$ cat src/rtl/frogger_game_flow_pkg.sv
// ---------------------------------------------------------------------------
// frogger_game_flow_pkg
//
// Shared definitions for the Frogger game-flow controller.
//
// Contents:
//   flow_state_t      - game-flow state encoding. Sprite_Display decodes
//                       these same values, so they must not be reordered.
//   LIVES_INI_DEFAULT - default number of lives at the start of a game.
//   LEVEL_MAX         - value at which the level counter stops counting.
//   level_inc_sat()   - level increment that holds at LEVEL_MAX.
// ---------------------------------------------------------------------------
package frogger_game_flow_pkg;

    typedef enum logic [2:0] {
        ST_IDLE      = 3'd0,
        ST_RUNNING   = 3'd1,
        ST_HIT       = 3'd2,
        ST_GAME_OVER = 3'd3,
        ST_WIN       = 3'd4
    } flow_state_t;

    localparam int         LIVES_INI_DEFAULT = 3;
    localparam logic [3:0] LEVEL_MAX         = 4'd15;

    // The level display is a single hex digit, so the count must stop at
    // 15 instead of wrapping back to 0.
    function automatic logic [3:0] level_inc_sat(input logic [3:0] level);
        return (level == LEVEL_MAX) ? level : level + 4'd1;
    endfunction

endpackage

$ cat src/rtl/frogger_game_flow_timer.sv
// ---------------------------------------------------------------------------
// frogger_game_flow_timer
//
// Loadable down-counter with a done flag and a blink toggle. The game-flow
// controller uses it to time the hit-recovery window and to flash the frog
// sprite during that window.
//
// Ports:
//   clk        in  system clock
//   reset      in  synchronous, active-high reset
//   load       in  load load_value into the counter and start blinking
//                  with flash = 1
//   load_value in  initial count (C_COUNT_BITS wide)
//   run        in  count down and advance the blink phase this cycle
//   done       out counter is at zero
//   flash      out blink output; forced to 0 whenever the timer is idle
//
// Parameters:
//   C_COUNT_BITS   width of the down-counter
//   C_BLINK_CYCLES cycles per flash half-period (>= 1)
// ---------------------------------------------------------------------------
module frogger_game_flow_timer #(
    parameter int C_COUNT_BITS   = 25,
    parameter int C_BLINK_CYCLES = 3_125_000
) (
    input  logic                    clk,
    input  logic                    reset,
    input  logic                    load,
    input  logic [C_COUNT_BITS-1:0] load_value,
    input  logic                    run,
    output logic                    done,
    output logic                    flash
);

    localparam int BLINK_BITS = $clog2(C_BLINK_CYCLES + 1);
    localparam logic [BLINK_BITS-1:0] BLINK_RELOAD = BLINK_BITS'(C_BLINK_CYCLES - 1);

    logic [C_COUNT_BITS-1:0] count;
    logic [BLINK_BITS-1:0]   blink_count;

    // A load starts a fresh window: the counter takes the load value and
    // the sprite starts visible for a full half-period. While running, the
    // main counter walks down to zero and holds there, and the blink
    // counter reloads every half-period so the flash toggles steadily.
    // When neither load nor run is asserted the timer parks at zero with
    // flash off, so flash is low everywhere outside the window.
    always_ff @(posedge clk) begin
        if (reset) begin
            count       <= '0;
            blink_count <= '0;
            flash       <= 1'b0;
        end else if (load) begin
            count       <= load_value;
            blink_count <= BLINK_RELOAD;
            flash       <= 1'b1;
        end else if (run) begin
            if (count != '0) begin
                count <= count - C_COUNT_BITS'(1);
            end
            if (blink_count == '0) begin
                blink_count <= BLINK_RELOAD;
                flash       <= ~flash;
            end else begin
                blink_count <= blink_count - BLINK_BITS'(1);
            end
        end else begin
            count       <= '0;
            blink_count <= '0;
            flash       <= 1'b0;
        end
    end

    assign done = (count == '0);

endmodule

$ cat src/rtl/frogger_game_flow.sv
// ---------------------------------------------------------------------------
// frogger_game_flow
//
// Lives-aware game-flow controller for Frogger. It sits between the
// Collisions / Character_Control pair and the rest of the datapath and
// sequences the game through idle, running, hit-recovery, game over and
// win.
//
// Ports:
//   i_Clk          in  system clock (25 MHz pixel clock)
//   i_Reset        in  synchronous, active-high reset
//   i_Start        in  debounced all-switches-pressed level
//   i_Has_Collided in  frog/car overlap level
//   i_Level_Up     in  one-cycle pulse when the frog reaches the top row
//   i_Score        in  current score (C_SCORE_BITS wide)
//   o_Game_Active  out high only while RUNNING
//   o_Frog_Reset   out one-cycle pulse: return the frog to its base position
//   o_Lives        out remaining lives
//   o_Level        out level counter, saturating at 15
//   o_State        out current state encoding (flow_state_t)
//   o_Flash        out frog-sprite blink enable during HIT
//   o_Game_Over    out high in GAME_OVER
//   o_Win          out high in WIN
//
// Every output is a register, so a qualifying input shows up on the
// outputs one clock after it is sampled.
// ---------------------------------------------------------------------------
module frogger_game_flow #(
    parameter int C_LIVES_INI    = frogger_game_flow_pkg::LIVES_INI_DEFAULT,
    parameter int C_HIT_CYCLES   = 25_000_000,
    parameter int C_BLINK_CYCLES = 3_125_000,
    parameter int C_WIN_SCORE    = 10,
    parameter int C_SCORE_BITS   = 6
) (
    input  logic                    i_Clk,
    input  logic                    i_Reset,
    input  logic                    i_Start,
    input  logic                    i_Has_Collided,
    input  logic                    i_Level_Up,
    input  logic [C_SCORE_BITS-1:0] i_Score,
    output logic                    o_Game_Active,
    output logic                    o_Frog_Reset,
    output logic [1:0]              o_Lives,
    output logic [3:0]              o_Level,
    output logic [2:0]              o_State,
    output logic                    o_Flash,
    output logic                    o_Game_Over,
    output logic                    o_Win
);

    import frogger_game_flow_pkg::*;

    localparam int TIMER_BITS = (C_HIT_CYCLES > 2) ? $clog2(C_HIT_CYCLES) : 1;
    localparam logic [TIMER_BITS-1:0] HIT_LOAD   = TIMER_BITS'(C_HIT_CYCLES - 1);
    localparam logic [1:0]            LIVES_INI  = 2'(C_LIVES_INI);
    localparam logic [C_SCORE_BITS-1:0] WIN_SCORE = C_SCORE_BITS'(C_WIN_SCORE);

    flow_state_t state;
    flow_state_t next_state;

    logic [1:0] lives;
    logic [1:0] next_lives;
    logic [3:0] level;
    logic [3:0] next_level;
    logic       frog_reset;
    logic       next_frog_reset;
    logic       game_active;
    logic       game_over;
    logic       win;

    logic start_prev;
    logic start_event;
    logic timer_load;
    logic timer_run;
    logic timer_done;
    logic flash;

    // Only a rising edge of the start level begins a game. The previous
    // value comes out of reset as 1, so switches that were already held
    // down when reset was released do not count as a press.
    assign start_event = i_Start & ~start_prev;

    // State register plus every registered output. The status flags are
    // decoded from the next state so they line up with o_State on the
    // same clock.
    always_ff @(posedge i_Clk) begin
        if (i_Reset) begin
            state       <= ST_IDLE;
            lives       <= LIVES_INI;
            level       <= 4'd0;
            frog_reset  <= 1'b0;
            game_active <= 1'b0;
            game_over   <= 1'b0;
            win         <= 1'b0;
            start_prev  <= 1'b1;
        end else begin
            state       <= next_state;
            lives       <= next_lives;
            level       <= next_level;
            frog_reset  <= next_frog_reset;
            game_active <= (next_state == ST_RUNNING);
            game_over   <= (next_state == ST_GAME_OVER);
            win         <= (next_state == ST_WIN);
            start_prev  <= i_Start;
        end
    end

    // Next-state logic. A collision outranks a level-up in the same cycle,
    // so that level-up is simply lost. The collision that takes the last
    // life goes straight to GAME_OVER without a recovery window, but the
    // frog is still sent home so the board looks sane on the final screen.
    // During HIT both collision and level-up are ignored, which is why a
    // long overlap only ever costs a single life.
    always_comb begin
        next_state      = state;
        next_lives      = lives;
        next_level      = level;
        next_frog_reset = 1'b0;
        timer_load      = 1'b0;

        case (state)
            ST_IDLE, ST_GAME_OVER, ST_WIN: begin
                if (start_event) begin
                    next_state      = ST_RUNNING;
                    next_lives      = LIVES_INI;
                    next_level      = 4'd0;
                    next_frog_reset = 1'b1;
                end
            end

            ST_RUNNING: begin
                if (i_Has_Collided) begin
                    next_frog_reset = 1'b1;
                    if (lives <= 2'd1) begin
                        next_lives = 2'd0;
                        next_state = ST_GAME_OVER;
                    end else begin
                        next_lives = lives - 2'd1;
                        next_state = ST_HIT;
                        timer_load = 1'b1;
                    end
                end else if (i_Level_Up) begin
                    next_level = level_inc_sat(level);
                    if (i_Score >= WIN_SCORE) begin
                        next_state = ST_WIN;
                    end
                end
            end

            ST_HIT: begin
                if (timer_done) begin
                    next_state = ST_RUNNING;
                end
            end

            default: begin
                next_state = ST_IDLE;
            end
        endcase
    end

    // The timer only keeps running while HIT persists; on the exit cycle
    // it drops to idle, which also forces the flash output low.
    assign timer_run = (state == ST_HIT) && (next_state == ST_HIT);

    frogger_game_flow_timer #(
        .C_COUNT_BITS   (TIMER_BITS),
        .C_BLINK_CYCLES (C_BLINK_CYCLES)
    ) u_hit_timer (
        .clk        (i_Clk),
        .reset      (i_Reset),
        .load       (timer_load),
        .load_value (HIT_LOAD),
        .run        (timer_run),
        .done       (timer_done),
        .flash      (flash)
    );

    assign o_State       = state;
    assign o_Lives       = lives;
    assign o_Level       = level;
    assign o_Frog_Reset  = frog_reset;
    assign o_Game_Active = game_active;
    assign o_Game_Over   = game_over;
    assign o_Win         = win;
    assign o_Flash       = flash;

endmodule
$ cat config.mk
export PLATFORM = sky130hd
export DESIGN_NAME = frogger_game_flow
export DESIGN_NICKNAME = d
export VERILOG_FILES = /design/src/rtl/frogger_game_flow_pkg.sv /design/src/rtl/frogger_game_flow_timer.sv /design/src/rtl/frogger_game_flow.sv
export SDC_FILE = /design/constraint.sdc
export NUM_CORES = 1
export LEC_CHECK = 0
export BUFFER_PORTS_ARGS = -buffer_cell sky130_fd_sc_hd__buf_4
export CELL_PAD_IN_SITES_DETAIL_PLACEMENT = 1
export CELL_PAD_IN_SITES_GLOBAL_PLACEMENT = 2
export CORE_MARGIN = 1.5
export CORE_UTILIZATION = 35
export CTS_CLUSTER_DIAMETER = 80
export DETAILED_ROUTE_END_ITERATION = 7
export PLACE_DENSITY_LB_ADDON = 0.08
export SYNTH_ARGS = -nofsm -noshare
export SYNTH_HDL_FRONTEND = slang
export SYNTH_SLANG_ARGS = --single-unit
$ cat constraint.sdc
create_clock -name i_Clk -period 4.66 [get_ports i_Clk]
set_input_delay 0.233 -clock i_Clk [delete_from_list [all_inputs] [get_ports i_Clk]]
set_output_delay 0.233 -clock i_Clk [all_outputs]
set_load 0.01 [all_outputs]
==> impl_results.md, run 1 <==
* Finished Cell Area at 3380 µm²
* Crit path cell chain: inv_1 > ha_1 > nor4b_1 > nand4_1 > o211ai_1 > buf_4 > and2_1 > a21oi_1
* Synth top area cells: dfxtp_1 (43%), xnor2_1 (6.3%), xor2_1 (6.0%)
* Post-cts resize count at 0
* Antenna violations before repair at 0
* Post-synth top cells: dfxtp_1 (62), nor2_1 (40), a21oi_1 (25), o21ai_0 (23), xnor2_1 (21)
* CTS HTree Levels at 3
* Yosys reg bits at 62
* Crit Path Class: reg2reg
* Worst Path Required at just under 5000 ps
* Max VDD drop at 0.142 mV
* Total GRT Usage at ~17%
* Sequential share of the synthesized area at a little over two fifths
* Max Cap Viol at 0
* First-pass GRT wire length at approximately 11000 µm
* Startpoint types: register
* Top-area cell type share of the netlist area at approximately 43%
* Post-Syn Area per Cell at around 9 µm²
* Fmax at 388 MHz
* # DRC at 0
* Top Family by Delay on Critical Path: simple AND/OR/NAND/NOR gates
* Layout cells sized above 1 at 14.7%
* Ys flop type: dfxtp_1
* Final Setup Violations at 0
* Hold_buf cts at 0
* Synth-to-Final Area Change at 16.0%
* Clk_skew at approximately 9.7 ps
* Reg2Reg Setup Slack at around 2100 ps
* Fillers at approximately 960
* Mapped Cells at 330
* CTS root buf: clkbuf_8
* Row count at 33
* Final sum of negative setup slack at 0 ps
* Fin nets at 370
* Ys Warns at 0
* Antenna-violating nets left at 0
* Critical path's slowest cell: and2_1
* Ys async rst share at 0%
* Largest net degree at the start of global routing at 23
* Number of global-route vias before repair at about 2400
* Post-CTS setup buffers at 0
* Worst setup EP type: register
* Pleak at 1.41 nW
* Area of the die at about 8900 µm²
* Initial core utilization at a little over a third
* Die width at 94.3 µm
* Library cells used by synthesis at 47
* Most common cell in the netlist: dfxtp_1
* Clk sinks at 62
* WL per Instance at about 14 µm
* Mapped cell area at between 2000 and 3000 µm²
* Grt total ovfl at 0
* CP Data Arrival Time at approximately 2800 ps
* Vias per inst at just over 5
* Die Span Y at about 94 µm
* Transition time of the tightest slew-check pin at between 800 and 900 ps
* Syn_nets at 345
* Core area at between 8000 and 9000 µm²
* Crit-path max cell delay at 420 ps
* Later-pin clock latency in the skew report at 340 ps
* Hold Crit Class: in2reg
* Pwr dens at between 300 and 400 nW/µm²
* Final worst path period need at about 2600 ps
* EDFF count, synth at 0
* Cell taking the most area after synthesis: dfxtp_1
* Clock slew at reported path FFs at 70 ps
* ANT cells at 0
* Routed via count at about 2400
* Fin. Hold Viols at 0
* Routed wire length at roughly 6700 µm
* Status: finished clean
* TritonCTS buffer count at 9
* Detailed router's first-iteration violation count at 73
* Pre-antenna DRT Iters at 4
* Rel. slew slack at 44.5%
* Post-DP HPWL at ~4700 µm
* CP max FO at 22
* Clk buf depth at 2
* Final Cycle Share at 55.3%
* Port bufs at 23
* RSZ-0062 raised after global routing: no
* I/O pin count at 25
* TritonCTS clock tree: built
* Fin. max-slew vios at 0
* Worst Path Buf+Inv at 2
* Placement Cell Area at roughly 3200 µm²
* GP Congestion at around 0.71
## cell families after synthesis
| family | after synthesis | share of synthesized area, % |
|---|---|---|
| flip-flops | 62 | 42.6 |
| multiplexers | 1 | 0.386 |
| XOR/XNOR | 41 | 12.3 |
| adder cells (fa/ha/maj) | 4 | 1.72 |
| buffers and inverters | 15 | 2.23 |
| AND/OR/NAND/NOR | 137 | 26.6 |
| AO/OA/AOI/OAI | 70 | 14.2 |
## power by group
| group | switching [W] | total [W] | internal, W | leakage (nW) |
|---|---|---|---|---|
| sequential | 0.0000112 | 0.000551 | 0.000540 | 0.501 |
| clock | 0.000222 | 0.000484 | 0.000262 | 0.0955 |
| combinational | 0.000115 | 0.000213 | 0.0000975 | 0.812 |
## layer usage
layer	routed length, µm	GRT usage, %	up-vias
li1	-	-	1227
met1	3400	21.9	1150
met3	189	3.64	9
met2	3010	26.1	25
met5	0	0	-
met4	121	7.84	0
## placed cells by master (no fill, tap or decap), types with 3 or more instances in the layout
master	instances
xnor2_1	21
o31ai_1	4
dfxtp_1	62
inv_1	5
and2_1	3
o21ai_0	23
or3_1	6
nand2_1	17
o21a_1	3
buf_4	24
clkbuf_8	10
nor3b_1	5
ha_1	4
xor2_1	20
nor2b_1	4
o211ai_1	3
nor4_1	7
nor2_1	40
nand2b_1	6
nand4_1	6
a21oi_1	25
nor3_1	9
or4_1	10
nand3_1	6
nand3b_1	3
## registers in the layout, indices dropped and copies added, names as in the netlist
register and flops:
o_Level 4, start_prev 1, o_Lives 2, o_Win 1
u_hit_timer.flash 1, u_hit_timer.count 25, o_Game_Active 1, o_Frog_Reset 1
o_State 3, u_hit_timer.blink_count 22, o_Game_Over 1
## final timing paths
| path | from | endpoint | cells after the start |
|---|---|---|---|
| setup / recovery | u_hit_timer.count[0]$_SDFFE_PP0P_ | u_hit_timer.blink_count[11]$_SDFF_PP0_ | 8 |
| hold / removal | i_Start | start_prev$_SDFF_PP1_ | 2 |
| setup reg to reg | u_hit_timer.count[0]$_SDFFE_PP0P_ | u_hit_timer.blink_count[11]$_SDFF_PP0_ | 8 |
| hold reg to reg | u_hit_timer.blink_count[0]$_SDFF_PP0_ | u_hit_timer.blink_count[0]$_SDFF_PP0_ | 1 |
## cell type report
cell class	count	area [µm²]	area share [%]
Clock buffer	11	141	4.18
Clock inverter	5	58.8	1.74
Inverter	5	18.8	0.555
Multi-Input combinational cell	253	1610	47.6
Sequential cell	62	1240	36.7
Tap cell	105	131	3.88
Timing Repair Buffer	24	180	5.33
## stage by stage
step / utilization, % / power, W / setup slack [ps] / hold WS, ps / std cells
CTS: 41.6 / 0.00127 / 2040 / 97.2 / 465
global placement: 39.1 / 0.000777 / 2120 / 448 / 449
finish: 41.6 / 0.00125 / 2080 / 116 / 465
detailed placement: 39.1 / 0.000777 / 2080 / 459 / 449
floorplan: - / 0.000735 / 2540 / 302 / 330
global route: 41.6 / 0.00132 / 1720 / 102 / 465
Note: power is estimated with default switching activity, not from simulation.
==> run 2, diff against run 1 <==
--- a/config.mk
+++ b/config.mk
@@ -9,7 +9,7 @@
 export CELL_PAD_IN_SITES_DETAIL_PLACEMENT = 1
 export CELL_PAD_IN_SITES_GLOBAL_PLACEMENT = 2
 export CORE_MARGIN = 1.5
-export CORE_UTILIZATION = 35
+export CORE_UTILIZATION = 33
 export CTS_CLUSTER_DIAMETER = 80
 export DETAILED_ROUTE_END_ITERATION = 7
 export PLACE_DENSITY_LB_ADDON = 0.08
==> constraint.sdc (replaced) <==
create_clock -name i_Clk -period 2.2 [get_ports i_Clk]
set_input_delay 0.11 -clock i_Clk [delete_from_list [all_inputs] [get_ports i_Clk]]
set_output_delay 0.11 -clock i_Clk [all_outputs]
set_load 0.01 [all_outputs]
==> run 2 against run 1 <==
Final area is 9.7% higher. Routed wire length up 4.1%. Worst setup slack worse by 2000 ps. Clock power grew to 2.6 times the previous value. Total power increased by 140%. Flip-flop and latch count unchanged. Core utilization up 1.4 points. Cell count grew 7.5%.
==> impl_results.md, run 2 (synthesis results as in run 1) <==
* CTS root buf: clkbuf_8
* Hold Path End: u_hit_timer.count[4]$_SDFFE_PP0P_
* Clk buf depth at 2 (unchanged)
* Post-DP HPWL at 5070 µm (+8.0%)
* Area of the die at 9410 µm² (+5.9%)
* Commonest non-fill, non-tap cells in the layout: dfxtp_1 (62), buf_4 (54), nor2_1 (40)
* Clk_skew at 11.7 ps (+2.06 ps)
* Pleak at 1.60 nW (+14%)
* TritonCTS clock tree: built
* Worst R2R End: u_hit_timer.blink_count[13]$_SDFF_PP0_
* Fin nets at 402 (+8.6%)
* Fmax at 470 MHz (+21%)
* Routed via count at 2537 (+5.2%)
* TritonCTS buffer count at 9 (unchanged)
* WL per Instance at 14.0 µm (-3.2%)
* Hold Crit Class: in2reg
* Startpoint types: register
* Sw Ratio at 24.7% (-3.2 points)
* Final Setup Violations at 0 (unchanged)
* Grt total ovfl at 0 (unchanged)
* Max Cap Viol at 0 (unchanged)
* Status: finished clean
* CTS HTree Levels at 3 (unchanged)
* # DRC at 0 (unchanged)
* Transition time of the tightest slew-check pin at 476 ps (-349 ps)
* Max VDD drop at 0.263 mV (+85%)
* Final Cycle Share at 96.7% (+41 points)
* ANT cells at 0 (unchanged)
* Core area at 8640 µm² (+6.2%)
* Routed wire length at 7000 µm (+4.1%)
* Crit Path Class: reg2reg
* Worst Reg-to-Reg Cells at 6 (-2)
* CP max FO at 4 (-82%)
* First-pass GRT wire length at 12000 µm (+4.1%)
* Finished Cell Area at 3710 µm² (+9.7%)
* Synth-to-Final Area Change at 27.2%
* Initial core utilization at 33.8% (-2.1 points)
* Port bufs at 23 (unchanged)
* Top reg by flops: u_hit_timer.count
* RR Startpoint: u_hit_timer.blink_count[5]$_SDFF_PP0_
* Largest register FFs at 25 (unchanged)
* Row count at 34 (+3.0%)
* Layout Utilization at 43.0% (+1.4 points)
* CP Data Arrival Time at 2340 ps (-450 ps)
* Total GRT Usage at 15.4% (-1.3 points)
* Fin. max-slew vios at 0 (unchanged)
* Layout cells sized above 1 at 22.2% (+7.5 points)
* Placement Cell Area at 3420 µm² (+7.4%)
* Internal power at 0.00223 W (+150%)
* Number of global-route vias before repair at 2567 (+6.5%)
* Share of power burned in the clock network at 42.7% (+3.9 points)
* Die width at 97.0 µm (+2.9%)
* Largest net degree at the start of global routing at 17 (-26%)
* Rel. slew slack at 68.0% (+24 points)
* Worst setup EP type: register
* Final worst path period need at 2130 ps (-451 ps)
* Seq pwr share at 39.4% (-4.8 points)
* Comb pwr share at 17.8% (+0.8 points)
* Most common cell after layout, fill and taps aside: dfxtp_1
* Fin. Hold Viols at 0 (unchanged)
* Pre-antenna DRT Iters at 4 (unchanged)
* Worst Path Required at 2410 ps (-2460 ps)
* Later-pin clock latency in the skew report at 330 ps (about the same)
* Hold Startpoint: i_Reset
* Clock slew at reported path FFs at 80 ps (about the same)
* Reg2Reg Setup Slack at 70 ps (-2010 ps)
* Sw power at 0.000732 W (+110%)
* Detailed router's first-iteration violation count at 32 (-56%)
* Die Span Y at 97.0 µm (+2.9%)
* Antenna violations before repair at 0 (unchanged)
* Vias per inst at 5.07 (-2.1%)
* Pwr dens at 797 nW/µm² (+120%)
* Clk sinks at 62 (unchanged)
* I/O pin count at 25 (unchanged)
* GP Congestion at 0.756 (+6.8%)
* Antenna-violating nets left at 0 (unchanged)
* Hold Path Stages at 2 (unchanged)
==> run 2: final cells by class <==
| cell class | instances | area [µm²] |
|---|---|---|
| Fill cell | 1021 | 4920 |
| Multi-Input combinational cell | 253 | 1630 |
| Sequential cell | 62 | 1240 |
| Timing Repair Buffer | 56 | 435 |
| Clock buffer | 13 | 159 |
| Tap cell | 108 | 135 |
| Clock inverter | 3 | 90.1 |
| Inverter | 5 | 18.8 |
==> run 2: layer usage <==
| layer | part of all wire, % | wire length, µm | vias up | GRT usage, % |
|---|---|---|---|---|
| li1 | - | - | 1288 | - |
| met1 | 49 | 3430 | 1220 | 19.8 |
| met2 | 48 | 3340 | 23 | 25.7 |
| met3 | 2.1 | 147 | 6 | 3.03 |
| met4 | 1.2 | 81 | 0 | 5.69 |
| met5 | 0 | 0 | - | 0 |
==> run 2: worst max path at each step <==
stage	start	endpoint	slack [ps]	cells past startpoint
after floorplan	u_hit_timer.blink_count[5]$_SDFF_PP0_	u_hit_timer.blink_count[0]$_SDFF_PP0_	80	6
after global placement	u_hit_timer.blink_count[5]$_SDFF_PP0_	u_hit_timer.blink_count[13]$_SDFF_PP0_	100	6
after detailed placement	u_hit_timer.blink_count[5]$_SDFF_PP0_	u_hit_timer.blink_count[13]$_SDFF_PP0_	70	6
after CTS	u_hit_timer.count[0]$_SDFFE_PP0P_	u_hit_timer.blink_count[13]$_SDFF_PP0_	30	10
after global routing	u_hit_timer.count[21]$_SDFFE_PP0P_	o_Game_Active$_SDFF_PP0_	-20	5
final	u_hit_timer.blink_count[5]$_SDFF_PP0_	u_hit_timer.blink_count[13]$_SDFF_PP0_	70	6
==> run 2: power by group through the flow <==
| stage | combinational (W) | clock (W) | sequential (W) |
|---|---|---|---|
| floorplan | 0.000367 | 0 | 0.00119 |
| global placement | 0.000507 | 0 | 0.00119 |
| detailed placement | 0.000512 | 0 | 0.00119 |
| CTS | 0.000518 | 0.00130 | 0.00117 |
| global route | 0.000595 | 0.00135 | 0.00117 |
| finish | 0.000528 | 0.00126 | 0.00117 |
==> run 2: repair_timing <==
item / CTS / global route
resized for setup: 0 / 4
setup buffers: 0 / 2
hold buffers: 1 / 0
endpoints found under the setup margin: 0 / 43
endpoints found under the hold margin: 1 / 0
==> run 2: worst max-delay path, stage by stage (launching register included) <==
cell and delay (ps):
dfxtp_1 310, or4_4 530, buf_4 160, or3_4 400, or3_1 340, xor2_1 200
a21oi_2 80
==> run 2: through the flow <==
stage                     worst slack [ps]  std cells  hold WS, ps  total power, W  TNS [ps]
final                                 73.0        500         80.8         0.00296         0
after global routing                 -22.7        500         84.3         0.00312     -98.0
after CTS                             32.9        498         74.9         0.00299         0
after detailed placement              68.7        481          326         0.00170         0
after global placement                96.0        481          324         0.00170         0
after floorplan                       79.6        330          179         0.00156         0
